## src/rtl/tbox_nk.sv

```systemverilog
// tbox_nk: N x N tic-tac-toe board engine with K-in-a-row win detection.
// Stores the grid, enforces turn order, rejects bad requests, and finds a win
// by scanning the four lines through the last placed cell, one cell per cycle.
// Ports:
//   clk, reset       clock, synchronous active-high reset
//   set, row, col    move request and target cell
//   valid, symbol    per-cell occupied flag and symbol (1=X, 0=O), index row*N+col
//   game_state       00 ongoing, 01 X wins, 10 O wins, 11 draw
//   turn             side to move next (1=X)
//   busy             win scan in progress
//   illegal          one-cycle pulse after a rejected request
//   move_count       number of occupied cells
module tbox_nk #(
  parameter int unsigned N = 3,
  parameter int unsigned K = 3,
  localparam int unsigned IW = ($clog2(N) > 1) ? $clog2(N) : 1,
  localparam int unsigned CW = $clog2(N * N + 1)
) (
  input  logic             clk,
  input  logic             reset,
  input  logic             set,
  input  logic [IW-1:0]    row,
  input  logic [IW-1:0]    col,
  output logic [N*N-1:0]   valid,
  output logic [N*N-1:0]   symbol,
  output logic [1:0]       game_state,
  output logic             turn,
  output logic             busy,
  output logic             illegal,
  output logic [CW-1:0]    move_count
);

  localparam int unsigned NC  = N * N;
  localparam int unsigned XW  = $clog2(NC);
  localparam int unsigned SW  = IW + 2;
  localparam int unsigned IW1 = IW + 1;
  localparam int unsigned RW  = $clog2(K + 1);

  localparam logic signed [SW-1:0] N_S     = SW'(N);
  localparam logic signed [SW-1:0] OFF_MAX = SW'(K - 1);
  localparam logic signed [SW-1:0] OFF_MIN = -OFF_MAX;

  typedef enum logic [1:0] {
    IDLE = 2'd0,
    SCAN = 2'd1,
    OVER = 2'd2
  } state_t;

  state_t               state, state_n;
  logic [NC-1:0]        valid_n, symbol_n;
  logic [1:0]           game_state_n;
  logic                 turn_n, busy_n, illegal_n;
  logic [CW-1:0]        move_count_n;
  logic [IW-1:0]        r0, c0, r0_n, c0_n;
  logic                 m, m_n;
  logic [1:0]           d, d_n;
  logic signed [SW-1:0] off, off_n;
  logic [RW-1:0]        run, run_n;

  // Request decode: out-of-range coordinates never index the board.
  logic          in_range;
  logic [XW-1:0] req_idx;
  logic          accept;

  always_comb begin
    in_range = ({1'b0, row} < IW1'(N)) && ({1'b0, col} < IW1'(N));
    req_idx  = in_range ? (XW'(row) * XW'(N) + XW'(col)) : '0;
    accept   = (state == IDLE) && set && in_range && !valid[req_idx];
  end

  // Scan cell: origin plus signed offset along direction d; the two guard
  // bits keep off-board coordinates negative or >= N instead of wrapping.
  logic signed [SW-1:0] r0_s, c0_s, er, ec;
  logic                 in_board, hit;
  logic [XW-1:0]        scan_idx;
  logic [RW-1:0]        run_inc;

  always_comb begin
    r0_s = $signed({2'b00, r0});
    c0_s = $signed({2'b00, c0});
    er   = r0_s;
    ec   = c0_s;
    case (d)
      2'd0:    ec = c0_s + off;
      2'd1:    er = r0_s + off;
      2'd2:    begin er = r0_s + off; ec = c0_s + off; end
      default: begin er = r0_s + off; ec = c0_s - off; end
    endcase
    in_board = !er[SW-1] && (er < N_S) && !ec[SW-1] && (ec < N_S);
    scan_idx = in_board ? (XW'(er[IW-1:0]) * XW'(N) + XW'(ec[IW-1:0])) : '0;
    hit      = in_board && valid[scan_idx] && (symbol[scan_idx] == m);
    run_inc  = hit ? (run + RW'(1)) : '0;
  end

  // Next-state and output logic.
  always_comb begin
    state_n      = state;
    valid_n      = valid;
    symbol_n     = symbol;
    game_state_n = game_state;
    turn_n       = turn;
    move_count_n = move_count;
    r0_n         = r0;
    c0_n         = c0;
    m_n          = m;
    d_n          = d;
    off_n        = off;
    run_n        = run;
    illegal_n    = 1'b0;

    case (state)
      IDLE: begin
        if (set) begin
          if (accept) begin
            valid_n[req_idx]  = 1'b1;
            symbol_n[req_idx] = turn;
            move_count_n      = move_count + CW'(1);
            turn_n            = ~turn;
            r0_n              = row;
            c0_n              = col;
            m_n               = turn;
            d_n               = 2'd0;
            off_n             = OFF_MIN;
            run_n             = '0;
            state_n           = SCAN;
          end else begin
            illegal_n = 1'b1;
          end
        end
      end
      SCAN: begin
        illegal_n = set;
        if (run_inc == RW'(K)) begin
          run_n        = run_inc;
          game_state_n = m ? 2'b01 : 2'b10;
          state_n      = OVER;
        end else if (off == OFF_MAX) begin
          if (d == 2'd3) begin
            if (move_count == CW'(NC)) begin
              game_state_n = 2'b11;
              state_n      = OVER;
            end else begin
              state_n = IDLE;
            end
          end else begin
            d_n   = d + 2'd1;
            off_n = OFF_MIN;
            run_n = '0;
          end
        end else begin
          off_n = off + SW'(1);
          run_n = run_inc;
        end
      end
      OVER:    illegal_n = set;
      default: state_n = IDLE;
    endcase

    busy_n = (state_n == SCAN);
  end

  // State register.
  always_ff @(posedge clk) begin
    if (reset) begin
      state      <= IDLE;
      valid      <= '0;
      symbol     <= '0;
      game_state <= 2'b00;
      turn       <= 1'b1;
      move_count <= '0;
      busy       <= 1'b0;
      illegal    <= 1'b0;
      r0         <= '0;
      c0         <= '0;
      m          <= 1'b0;
      d          <= 2'd0;
      off        <= OFF_MIN;
      run        <= '0;
    end else begin
      state      <= state_n;
      valid      <= valid_n;
      symbol     <= symbol_n;
      game_state <= game_state_n;
      turn       <= turn_n;
      move_count <= move_count_n;
      busy       <= busy_n;
      illegal    <= illegal_n;
      r0         <= r0_n;
      c0         <= c0_n;
      m          <= m_n;
      d          <= d_n;
      off        <= off_n;
      run        <= run_n;
    end
  end

endmodule

```

## config.mk

```make
export PLATFORM = sky130hd
export DESIGN_NAME = tbox_nk
export DESIGN_NICKNAME = d
export VERILOG_FILES = /design/src/rtl/tbox_nk.sv
export SDC_FILE = /design/constraint.sdc
export NUM_CORES = 1
export LEC_CHECK = 0
export CAP_MARGIN = 20
export CORE_MARGIN = 3
export CORE_UTILIZATION = 56
export CTS_CLUSTER_DIAMETER = 80
export DETAILED_ROUTE_END_ITERATION = 7
export GPL_TIMING_DRIVEN = 1
export PLACE_DENSITY = 0.8
export SLEW_MARGIN = 20
export SYNTH_ARGS = -nofsm -noshare
export SYNTH_HDL_FRONTEND = slang
export SYNTH_SLANG_ARGS = --single-unit
```

## constraint.sdc

```tcl
create_clock -name clk -period 5.4 [get_ports clk]
set_clock_uncertainty 0.15 [all_clocks]
set_input_delay 0.54 -clock clk [delete_from_list [all_inputs] [get_ports clk]]
set_output_delay 0.54 -clock clk [all_outputs]
set_load 0.03 [all_outputs]
```

# [After elaboration in Yosys (flattened, before gate mapping)]
# Cells that the tools add are included.
[word_totals] reg_bits=42 in_bits=7 output_inout_bits=27 elab_cells=122
[classes] n_addsub=9 multipliers=2 n_lt_le_gt_ge=7 n_eq_ne=17 mux=45 n_bitwise=2 reduce_logical=26
[ops] cell="2-bit 2-to-1 mux" count=20
[ops] cell="4-bit 2-to-1 mux" count=8
[ops] cell="4-bit case mux with 2 select lines" count=2
[ops] cell="1-bit binary-select mux with 4-bit select" count=3
[ops] cell="1-bit logical AND" count=10
[ops] cell="4-bit by 5-bit less-than comparator with 1-bit output (second input constant)" count=2
[ops] cell="2-bit inequality test (second input constant)" count=5
[ops] cell="9-bit bitwise mux" count=1
[ops] cell="9-bit OR" count=1
[ops] cell="3-bit by 4-bit adder with 4-bit output" count=2
[ops] cell="4-bit by 2-bit adder with 4-bit output" count=2
[ops] cell="2-bit equality test (second input constant)" count=4
[ops] cell="4-bit by 3-bit less-than comparator with 1-bit output (second input constant)" count=2
[ops] cell="2-bit by 2-bit multiplier with 4-bit output (second input constant)" count=2
[ops] cell="2-bit case mux with 2 select lines" count=2
[ops] cell="4-bit AND reduction" count=2
[ops] cell="2-bit nonzero test" count=4
[ops] cell="2-bit by 1-bit equality test with 1-bit output (second input constant)" count=3
[ops] cell="1-bit 2-to-1 mux" count=6
[ops] cell="2-bit case mux with 3 select lines" count=1
[ops] cell="6-bit AND reduction" count=1
[ops] cell="5-bit AND reduction" count=1
[ops] cell="2-bit by 1-bit adder with 2-bit output (second input constant)" count=2
[ops] cell="4-bit by 1-bit adder with 4-bit output (second input constant)" count=1
[ops] cell="16 further kinds" count=21

# [Depth between registers and ports, before layout]
[depth] depth_word=16 depth_mapped=20 ltp_nobuf=18

# [Worst setup path before layout]
# OpenSTA, ideal clock, no wires.
[synth_timing] path_kind="reg2reg" from="register d[0]" to="register off[1]" setup_time_ns=0.106 t_arrival_ns=4.335 required_time_ns=5.144 path_slack_ns=0.809 path_stages_with_launch=20 path_buffers=2 synth_period_minus_slack_ns=4.591 cell_sequence="dfxtp_1 -> inv_1 -> ha_1 -> buf_2 -> nor2_1 -> o21ai_0 -> fa_1 -> mux2i_1 -> fa_1 -> inv_1 -> ha_1 -> fa_1 -> buf_2 -> mux4_2 -> o22ai_1 -> o31ai_1 -> nand4_1 -> nor3_2 -> nor4b_1 -> o311ai_0"
[synth_between] elab_chain_len=15 word_cells_on_any_way=29 cone_classes="add/sub (1); mul (1); order compare (2); eq/ne (7); mux (8); reduce/logical (10)"
[synth_rtl] element="start, declared" line_no="56" rtl="logic [1:0] d, d_n;"
[synth_rtl] element="start signal, assigned" line_no="191" rtl="d <= d_n;"
[synth_rtl] element="parallel branches: the longest is 14 deep, another holds 2-bit by 2-bit multiplier with 4-bit output"
[synth_rtl] element="5-bit AND reduction (no source line) (*)"
[synth_rtl] element="end signal, assigned" line_no="192" rtl="off <= off_n;"
[synth_rtl] element="end, declared" line_no="57" rtl="logic signed [SW-1:0] off, off_n;"
# Mark *: on every way between the ends. The select of a mux whose other input is x is not followed.
# A chain may end at the register's enable or synchronous reset.

# [Worst setup path after layout]
[layout_timing] from="register off[1]" to="register off[1]"
[layout_between] elab_chain_len=15 word_cells_on_any_way=32 cone_classes="add/sub (5); mul (1); order compare (2); eq/ne (5); mux (11); reduce/logical (8)"
[layout_rtl] element="parallel branches: the longest is 15 deep, another holds 3-bit by 4-bit adder with 4-bit output"
# Several ways; the timed one is not identified. The select of a mux whose other input is x is not followed.

==> results.md <==
Run status:
- The run finished with clean final reports.

Power and ir drop:
- Of the total power, combinational logic draws 0.313.
- In this run the static leakage power is 0.00133 uW.
- The cell area power density is 267 nW/um^2.
- IR analysis of the VDD net gives a maximum drop of 0.171 mV.
- The total power of the final layout is 883 uW.
- Of the total power, the share spent switching nets is 0.338.
- The share of total power in the clock network is 0.286.
- The portion of total power attributed to sequential cells is 0.402.
- The internal portion of the total power is 585 uW.
- The analysis attributes to net switching a power of 298 uW.

Clock tree:
- Clock latency on the worst-skew pair, taken at its later pin, is 0.30 ns.
- The root cell of the clock tree is sky130_fd_sc_hd__clkbuf_8.
- TritonCTS built the clock tree.
- The number of buffers inserted during clock tree synthesis is 5.
- In this run, post-CTS hold repair placed 0 buffers.
- After clock tree synthesis, the clock-pin slew on the worst setup and hold paths is 0.08 ns.
- The clock net in this run drives a total of 42 sinks.
- The level count of the clock H-tree is 2.
- Counting along the longest clock path gives a buffer depth of 2.

Synth:
- The share of the Yosys chip area taken by registers is 0.299.
- The number of enable-type register cells in the synthesized netlist is 0.
- The library cell occupying the most area in the post-synthesis netlist is sky130_fd_sc_hd__dfxtp_1.
- After synthesis, the largest family of logic cells by area is simple AND/OR/NAND/NOR gates.
- The number of flip-flops and latches in the synthesized netlist is 42.
- The share of synthesized registers carrying an async set or reset is 0.
- Sorting the synthesized cells by area gives the leading types as sky130_fd_sc_hd__dfxtp_1 (30%), sky130_fd_sc_hd__ha_1 (11%), sky130_fd_sc_hd__mux2i_1 (7.8%).
- Of the total synthesized cell area, the portion taken by full adders, half adders and majority gates is 0.150.
- Among all cell types in the netlist, the one instantiated most often is sky130_fd_sc_hd__dfxtp_1.
- Averaged over all synthesized cells, the footprint is 8.89 sq um.
- Of the total synthesized cell area, the portion taken by AND, OR, NAND and NOR gates is 0.187.
- The number of nets in the synthesized netlist is 353.
- Measured against the total synthesized area, the mux share comes to 0.106.
- Yosys printed 0 warnings.
- The XOR/XNOR share of the synthesized area is 0.0249.
- The compound-cell area share of the yosys netlist came to 0.163.
- By count the netlist is led by sky130_fd_sc_hd__dfxtp_1 (42), sky130_fd_sc_hd__nor2_1 (41), sky130_fd_sc_hd__inv_1 (31).
- Synthesis handed over a netlist of 316 instances.
- The netlist area before placement is 2810 sq um.
- The top cell type's share of synthesized area is 0.299.
- In the synthesized netlist the dominant register cell turns out to be sky130_fd_sc_hd__dfxtp_1.
- The number of different library cells used by synthesis comes to 64.

Min path:
- The type of the tightest min-delay check is flip-flop to flip-flop.

Critical path:
- In this design, the stage delay of the slowest critical-path cell is 0.63 ns.
- The slowest cell on the critical path is sky130_fd_sc_hd__fa_2.
- The startpoint type of the worst setup path is a flip-flop.
- The number of buffer and inverter stages on the critical path is 2.
- The required time reported for the critical path endpoint is 5.40 ns.
- On the critical path the largest part of the delay comes from adder cells.
- The critical path class is flip-flop to flip-flop.
- The category of the worst setup path capture point is a flip-flop.
- The signal on the critical path passes through inv_1 > ha_1 > nand2_1 > o21ai_0 > fa_1 > mux2i_1 > fa_1 > inv_1 > ha_1 > fa_2 > mux4_2 > o22ai_1 > o31ai_1 > nand4_1 > o21ba_2 > o21ai_0 > o311ai_0.
- In this run the worst path has a maximum fanout of 8.
- At the worst endpoint, the arrival time is 5.11 ns.

Timing:
- The worst slew margin relative to its limit is 0.654.
- Setup total negative slack on the finished layout was measured at 0 ns.
- The total count of max-transition violations in the final report is 0.
- Counting I/O delays and the setup requirement, the final critical path takes 5.11 ns.
- The slew at the pin with the worst max-slew slack is 0.513 ns.
- The maximum clock frequency is 196 MHz.
- The final setup violation count is 0.
- The final hold violation count is 0.
- In the finished design, the share of the clock period the worst path needs comes to 0.946.
- Setup repair after global routing left no endpoint under its margin.

Die:
- The number of primary I/O pins is 34.
- The overall die area is 5900 sq um.
- The vertical die dimension is 76.8 microns.
- In this run the core area contains 25 standard-cell rows.
- The total area inside the core boundary comes to 4790 sq um.
- The initial cell density of the core is 0.587.
- The floorplan die width is 76.8 microns.

Final layout:
- The number of antenna diodes in the final layout is 0.
- From synthesis to final layout, the design area changed by 17.5%.
- Fill cells in the final layout number 378.
- The fraction of layout instances using a drive strength above 1 is 0.0925.
- The final layout contains 382 nets.

GRT:
- The first global-routing pass estimated 11200 microns of wire.
- Across every metal layer, demand over resource in global routing totals 0.235.
- The initial antenna violation count is 0.
- The number of global-route vias before repair is 2343.
- The pin count of the biggest net entering global routing is 36.
- The final global-route overflow total is 0.

Drt:
- The remaining antenna violation count is 0.
- The total wirelength of the detailed-routed design is 6580 microns.
- The detailed router finished its first iteration with 128 violations.
- For this run, design rule violations remaining after detail routing come to 0.
- The average detailed-routed wire length per instance is 15.9 microns.
- For this block, the via count after detailed routing is 2379.
- The detail-routed via count per cell is 5.76.
- The first detailed-routing pass took 4 iterations.

Placement:
- The weighted congestion at the end of routability-driven global placement is 0.849.
- Port buffering added 33 buffers.
- The detailed placement HPWL is 4930 microns.

Flow run:
- The number of max-cap violations is 0.
placed cells by master, fill, tap and decap left out, types with 6 or more instances in the layout:
cell	instances
sky130_fd_sc_hd__a21oi_1	12
sky130_fd_sc_hd__clkdlybuf4s50_1	33
sky130_fd_sc_hd__dfxtp_1	41
sky130_fd_sc_hd__ha_1	24
sky130_fd_sc_hd__inv_1	31
sky130_fd_sc_hd__mux2i_1	22
sky130_fd_sc_hd__nand2_1	14
sky130_fd_sc_hd__nand4_1	7
sky130_fd_sc_hd__nor2_1	40
sky130_fd_sc_hd__o21ai_0	9
sky130_fd_sc_hd__xnor2_1	6
power by group through the flow:
stage               Clock (uW)  Combinational (uW)  Sequential [uW]
global route               265                 306              358
detailed placement           0                 273              361
global placement             0                 266              360
floorplan                    0                 188              374
finish                     252                 276              355
CTS                        255                 275              354
final cells by class:
cell class / instances / area, sq um / area share
multi-input cells: 227 / 1780 / 0.540
flip-flops and latches: 42 / 842 / 0.255
repair buffers: 38 / 368 / 0.111
well taps: 67 / 83.8 / 0.0254
clock buffers: 6 / 72.6 / 0.0220
inverters: 31 / 116 / 0.0352
clock inverters: 2 / 37.5 / 0.0114
final timing paths:
kind / slack (ns) / cells after the start / from / end
max: 0.29 / 17 / off[1] / off[1]
min: 0.34 / 2 / game_state[1] / game_state[1]
max reg2reg: 0.29 / 17 / off[1] / off[1]
min reg2reg: 0.34 / 2 / game_state[1] / game_state[1]
per-stage QoR:
stage | setup slack [ns] | area, sq um | std cells | util | hold WS, ns
floorplan | 0.809 | 2810 | 316 | - | 0.312
global placement | 0.474 | 3160 | 402 | 0.660 | 0.329
detailed placement | 0.271 | 3160 | 402 | 0.660 | 0.327
CTS | 0.209 | 3270 | 410 | 0.683 | 0.350
global route | 0.00955 | 3300 | 413 | 0.690 | 0.377
finish | 0.294 | 3300 | 413 | 0.690 | 0.339
worst reg2reg max path, cell delays in order (launching register included):
cell                       delay (ns)
sky130_fd_sc_hd__dfxtp_1         0.46
sky130_fd_sc_hd__inv_1           0.14
sky130_fd_sc_hd__ha_1            0.34
sky130_fd_sc_hd__nand2_1         0.07
sky130_fd_sc_hd__o21ai_0         0.14
sky130_fd_sc_hd__fa_1            0.56
sky130_fd_sc_hd__mux2i_1         0.09
sky130_fd_sc_hd__fa_1            0.49
sky130_fd_sc_hd__inv_1           0.04
sky130_fd_sc_hd__ha_1            0.20
sky130_fd_sc_hd__fa_2            0.63
sky130_fd_sc_hd__mux4_2          0.22
sky130_fd_sc_hd__o22ai_1         0.07
sky130_fd_sc_hd__o31ai_1         0.34
sky130_fd_sc_hd__nand4_1         0.27
sky130_fd_sc_hd__o21ba_2         0.31
sky130_fd_sc_hd__o21ai_0         0.26
sky130_fd_sc_hd__o311ai_0        0.18
flip-flops by register name, indices dropped and copies added, names as in the netlist:
register / count
c0: 2
d: 2
state: 2
r0: 2
m: 1
move_count: 4
valid: 9
off: 4
turn: 1
game_state: 2
illegal: 1
symbol: 9
busy: 1
run: 2
timing repair:
item	CTS	global route
endpoints found under the setup margin	0	7
buffers inserted	0	3
resized for setup	0	4
logic make-up (layout without fill, tap and decap cells):
family	count (synthesis)	after routing
AO/OA/AOI/OAI	62	62
AND/OR/NAND/NOR	100	100
flip-flops	42	42
multiplexers	27	27
adder cells (fa/ha/maj)	30	30
buffers and inverters	47	77
XOR/XNOR	8	8
metal layers:
metal  vias to the layer above  wire length, microns  track usage
li1                       1175                     -            -
met1                      1126                  3030        0.310
met2                        61                  3070        0.379
met3                        17                   297       0.0411
met4                         0                   186        0.101
met5                         -                     0            0
(Power assumes the default switching activity.)
